**config.mk**
```make
export PLATFORM = sky130hd
export DESIGN_NAME = chebyshev_sequencer
export DESIGN_NICKNAME = d
export VERILOG_FILES = /design/src/rtl/chebyshev_sequencer_pkg.sv /design/src/rtl/chebyshev_coeff_regfile.sv /design/src/rtl/chebyshev_sequencer.sv
export SDC_FILE = /design/constraint.sdc
export NUM_CORES = 1
export LEC_CHECK = 0
export CORE_MARGIN = 3
export CORE_UTILIZATION = 30
export DETAILED_ROUTE_END_ITERATION = 6
export PLACE_DENSITY = 0.51
export SLEW_MARGIN = 10
export SYNTH_ARGS = -nofsm -noshare
export SYNTH_HDL_FRONTEND = slang
export SYNTH_SLANG_ARGS = --single-unit
export TNS_END_PERCENT = 50
```
**constraint.sdc**
```tcl
create_clock -name clock -period 2.4 [get_ports clock]
set_input_delay 0.36 -clock clock [delete_from_list [all_inputs] [get_ports clock]]
set_output_delay 0.36 -clock clock [all_outputs]
set_load 0.05 [all_outputs]
```
**src/rtl/chebyshev_sequencer_pkg.sv**
```systemverilog
// Shared types and defaults for the Chebyshev polynomial sequencer.
package chebyshev_sequencer_pkg;

    typedef enum logic [1:0] {
        IDLE  = 2'd0,
        ISSUE = 2'd1,
        DRAIN = 2'd2,
        HOLD  = 2'd3
    } seq_state_t;

    localparam int DEF_WORD_LENGTH  = 16;
    localparam int DEF_COEFF_LENGTH = 16;
    localparam int DEF_DEGREE       = 3;
    localparam int DEF_ITER_CYCLES  = 3;

    // Width needed to index 'entries' items; never narrower than one bit.
    function automatic int coeff_addr_width(input int entries);
        return (entries > 1) ? $clog2(entries) : 1;
    endfunction

endpackage

```
**src/rtl/chebyshev_coeff_regfile.sv**
```systemverilog
// Coefficient store: DEGREE+1 entries, one synchronous write port, one
// asynchronous read port. Cleared by reset.
module chebyshev_coeff_regfile
    import chebyshev_sequencer_pkg::*;
#(
    parameter int COEFF_LENGTH = DEF_COEFF_LENGTH,
    parameter int DEGREE       = DEF_DEGREE
) (
    input  logic                                      clock,
    input  logic                                      resetn,
    input  logic                                      we,
    input  logic [coeff_addr_width(DEGREE+1)-1:0]     waddr,
    input  logic [COEFF_LENGTH-1:0]                   wdata,
    input  logic [coeff_addr_width(DEGREE+1)-1:0]     raddr,
    output logic [COEFF_LENGTH-1:0]                   rdata
);

    logic [COEFF_LENGTH-1:0] mem [DEGREE+1];

    // Write port; the caller guarantees waddr is in range when we=1.
    always_ff @(posedge clock or negedge resetn) begin
        if (!resetn) begin
            for (int i = 0; i <= DEGREE; i++) begin
                mem[i] <= '0;
            end
        end else if (we) begin
            mem[waddr] <= wdata;
        end
    end

    assign rdata = mem[raddr];

endmodule

```
**src/rtl/chebyshev_sequencer.sv**
```systemverilog
// Horner-order sequencer: feeds x and coefficients (highest degree first)
// to an external multiply-add engine, then returns the engine result.
module chebyshev_sequencer
    import chebyshev_sequencer_pkg::*;
#(
    parameter int WORD_LENGTH  = DEF_WORD_LENGTH,
    parameter int COEFF_LENGTH = DEF_COEFF_LENGTH,
    parameter int DEGREE       = DEF_DEGREE,
    parameter int ITER_CYCLES  = DEF_ITER_CYCLES
) (
    input  logic                                  clock,
    input  logic                                  resetn,
    input  logic                                  in_valid,
    output logic                                  in_ready,
    input  logic [WORD_LENGTH-1:0]                in_x,
    input  logic                                  coeff_we,
    input  logic [coeff_addr_width(DEGREE+1)-1:0] coeff_addr,
    input  logic [COEFF_LENGTH-1:0]               coeff_wdata,
    output logic [WORD_LENGTH-1:0]                eng_data,
    output logic [COEFF_LENGTH-1:0]               eng_coeff,
    output logic                                  eng_clear,
    input  logic [WORD_LENGTH-1:0]                eng_result,
    output logic                                  out_valid,
    input  logic                                  out_ready,
    output logic [WORD_LENGTH-1:0]                out_y,
    output logic                                  busy
);

    localparam int AW = coeff_addr_width(DEGREE+1);
    localparam int CW = coeff_addr_width(ITER_CYCLES);
    localparam logic [AW-1:0] K_TOP    = AW'(DEGREE);
    localparam logic [CW-1:0] CNT_LAST = CW'(ITER_CYCLES - 1);

    seq_state_t              state;
    logic [WORD_LENGTH-1:0]  x_reg;
    logic [AW-1:0]           step_k;
    logic [CW-1:0]           cycle_cnt;
    logic [COEFF_LENGTH-1:0] coeff_rd;
    logic                    coeff_wr_en;

    // Coefficients are only writable while idle, and only in range.
    assign coeff_wr_en = coeff_we && (state == IDLE) && (coeff_addr <= K_TOP);

    chebyshev_coeff_regfile #(
        .COEFF_LENGTH (COEFF_LENGTH),
        .DEGREE       (DEGREE)
    ) u_coeff_regfile (
        .clock  (clock),
        .resetn (resetn),
        .we     (coeff_wr_en),
        .waddr  (coeff_addr),
        .wdata  (coeff_wdata),
        .raddr  (step_k),
        .rdata  (coeff_rd)
    );

    // Sequencer FSM: accept sample, step k from DEGREE down to 0, drain, hold result.
    always_ff @(posedge clock or negedge resetn) begin
        if (!resetn) begin
            state     <= IDLE;
            x_reg     <= '0;
            step_k    <= '0;
            cycle_cnt <= '0;
            out_y     <= '0;
        end else begin
            case (state)
                IDLE: begin
                    if (in_valid) begin
                        x_reg     <= in_x;
                        step_k    <= K_TOP;
                        cycle_cnt <= '0;
                        state     <= ISSUE;
                    end
                end
                ISSUE: begin
                    if (cycle_cnt == CNT_LAST) begin
                        cycle_cnt <= '0;
                        if (step_k == '0) begin
                            state <= DRAIN;
                        end else begin
                            step_k <= step_k - 1'b1;
                        end
                    end else begin
                        cycle_cnt <= cycle_cnt + 1'b1;
                    end
                end
                DRAIN: begin
                    out_y <= eng_result;
                    state <= HOLD;
                end
                HOLD: begin
                    if (out_ready) begin
                        state <= IDLE;
                    end
                end
                default: state <= IDLE;
            endcase
        end
    end

    assign in_ready  = (state == IDLE);
    assign busy      = (state != IDLE);
    assign out_valid = (state == HOLD);
    assign eng_data  = (state == ISSUE) ? x_reg : '0;
    assign eng_coeff = (state == ISSUE) ? coeff_rd : '0;
    // Only the very first issue cycle has k at the top and the counter at zero.
    assign eng_clear = (state == ISSUE) && (step_k == K_TOP) && (cycle_cnt == '0);

endmodule

```
==> flow_summary.json, run 1 <==
{
  "dp_slack_ns": 0.111,
  "synthSimpleGateAreaFrac_pct": 7.48,
  "synth_top_family_by_area": "multiplexers",
  "period_minus_slack_ns": 2.27,
  "port-buffer-count": 106,
  "via_per_inst": 4.58,
  "gp_congestion": 0.672,
  "synth-main-ff-cell": "dfrtp_1",
  "path_max_fanout": 16,
  "nNetsFinal": 483,
  "max_freq_mhz": 441,
  "power_density_mw_per_mm2": 1400,
  "cts_root_buf": "clkbuf_16",
  "cp_cell_sequence": "inv_1 -> ha_1 -> nand4_2 -> mux2_2",
  "wl_mm": 10.4,
  "antenna_found_initial": 0,
  "area_growth_pct": 37.4,
  "routed-via-count": 2911,
  "ys_seq_area_share_pct": 53.6,
  "drv_cap": 0,
  "tightest_slew_ns": 0.725,
  "floorplan.rows": 45,
  "synth.area.mux_share_pct": 32.2,
  "synth.distinct_cells": 35,
  "ios": 107,
  "critPathRequiredTime_ns": 2.62,
  "drc_errors": 0,
  "cp_top_family": "simple AND/OR/NAND/NOR gates",
  "track_usage_pct": 12.4,
  "die_h_um": 132,
  "tns_ns": 0,
  "min_period_over_period_pct": 94.4,
  "antenna_left": 0,
  "dr.pass1.iters": 4,
  "grt_pass1_wl_mm": 16.9,
  "yosysWarnings": 0,
  "hold_viol": 0,
  "largest_register_ffs": 64,
  "diodes": 0,
  "grt_pass1_vias": 3186,
  "grt_overflow": 0,
  "timing.slew.headroom_pct": 51.6,
  "synth.most_common_cell": "dfrtp_1",
  "start_util_pct": 31.0,
  "leakage_nw": 2.88,
  "synth_xor_area_share_pct": 0,
  "synth_area_sq_mm": 0.00477,
  "numCtsBuffers": 9,
  "rsz0062_at_grt": "true",
  "synth_compound_area_share_pct": 1.94,
  "clk_pin_slew_ns": 0.07,
  "synth_top_area_share_pct": 53.6,
  "crit_path_top_delay_cell": "nand4_2",
  "status": "finished clean",
  "synth-async-reset-ratio_pct": 100,
  "cts_sinks": 102,
  "hpwl_mm": 7.20,
  "synth.largest_area_cell": "dfrtp_1",
  "synthCells": 307,
  "path_class": "reg -> reg",
  "worst_slack_ns": 0.134,
  "endpoint_kind": "flop",
  "yosys_register_bits": 102,
  "worst_setup_path_start_kind": "flop",
  "synth.area.top_cells": "dfrtp_1 (54%), mux2_2 (23%), mux4_1 (8.3%)",
  "fp.dieW_um": 132,
  "layout-drive-gt1-share_pct": 40.5,
  "post_drt_wl_per_cell_um": 16.3,
  "synth_edf_count": 0,
  "fin_skew_ns": 0.00437,
  "synth_adder_area_share_pct": 2.10,
  "cts_setup_buffers": 0,
  "worst_hold_path_type": "in -> async",
  "clock_path_buffers": 2,
  "cpPeakStageDelay_ns": 0.65,
  "coreArea_sq_mm": 0.0154,
  "drtIter0Drc": 80,
  "cts_tree": "built",
  "syn_avg_cell_area_sq_um": 15.5,
  "grt_max_degree": 51,
  "fp.dieArea_sq_mm": 0.0174,
  "clock_latency_ns": 0.34,
  "cp_num_buf_inv": 1,
  "synth_common_cells": "dfrtp_1 (102), mux2_2 (97), and2_1 (32)",
  "cts.htree.levels": 3,
  "synth_nets": 370,
  "setup_viol": 0,
  "final_max_slew_viol_count": 0,
  "ir_worst_vdd_uv": 564,
  "crit_arrival_ns": 2.49
}
metal layers:
| layer | vias to the layer above | GRT usage (%) | share of wire, % |
|---|---|---|---|
| li1 | 1339 | - | - |
| met1 | 1484 | 16.1 | 46 |
| met2 | 78 | 19.9 | 48 |
| met3 | 10 | 4.24 | 5.1 |
| met4 | 0 | 3.15 | 0.97 |
| met5 | - | 0 | 0 |
cell families after synthesis:
logic type,after synthesis
multiplexers,115
flip-flops,102
AND/OR/NAND/NOR,52
buffers and inverters,22
AO/OA/AOI/OAI,8
adder cells (fa/ha/maj),8
final cells by class:
cell class	count	area, sq um
timing repair buffer	119	1320
sequential	102	2550
tap	211	264
multi-input combinational	183	2090
clock buffer	10	239
inverter	5	18.8
fill	1398	8820
clock inverter	6	61.3
where the power goes:
group | internal [mW] | switching (mW) | leakage (nW)
Clock | 0.833 | 0.628 | 0.148
Combinational | 2.31 | 2.41 | 1.50
Sequential | 2.59 | 0.409 | 1.23
stage by stage:
step	total power [mW]	utilization, %	std cells	hold WS, ns	cell area (sq um)
6_report	9.18	42.6	636	0.495	6550
3_3_place_gp	7.72	40.6	619	0.323	6240
4_1_cts	9.34	42.6	636	0.491	6550
2_1_floorplan	6.18	-	307	0.0644	4770
3_5_place_dp	7.83	40.6	619	0.333	6240
5_1_grt	9.74	42.6	636	0.509	6550
repair_timing:
action	CTS	global route
hold endpoints to repair	29	0
setup endpoints to repair	0	6
hold buffers	1	0
resized for setup	0	1
final timing paths:
path / from / cells after the start / slack (ns) / end
max: state[0] / 4 / 0.13 / u_coeff_regfile.mem[8]
min: resetn / 2 / 0.50 / u_coeff_regfile.mem[22]
max reg2reg: state[0] / 4 / 0.13 / u_coeff_regfile.mem[8]
min reg2reg: u_coeff_regfile.mem[33] / 1 / 0.50 / u_coeff_regfile.mem[33]
max in group asynchronous: resetn / 3 / 1.24 / state[0]
min in group clock: u_coeff_regfile.mem[33] / 1 / 0.50 / u_coeff_regfile.mem[33]
cell usage in the layout (no fill, tap or decap), types with 2 or more instances in the layout:
cell	n
dfrtp_1	102
mux2_2	97
clkdlybuf4s50_1	70
and2_1	32
buf_4	28
buf_12	20
mux4_1	15
clkbuf_16	9
ha_1	7
inv_1	5
nand2_1	3
nor2b_1	3
clkinv_2	3
nand4b_2	2
nor2_1	2
nand2b_1	2
Power figures use the tool's default switching activity.
==> run 2, diff against run 1 <==
- CAP_MARGIN: default -> 20
==> results of run 2 <==
Final layout, timing and power as in run 1 (identical DEF).
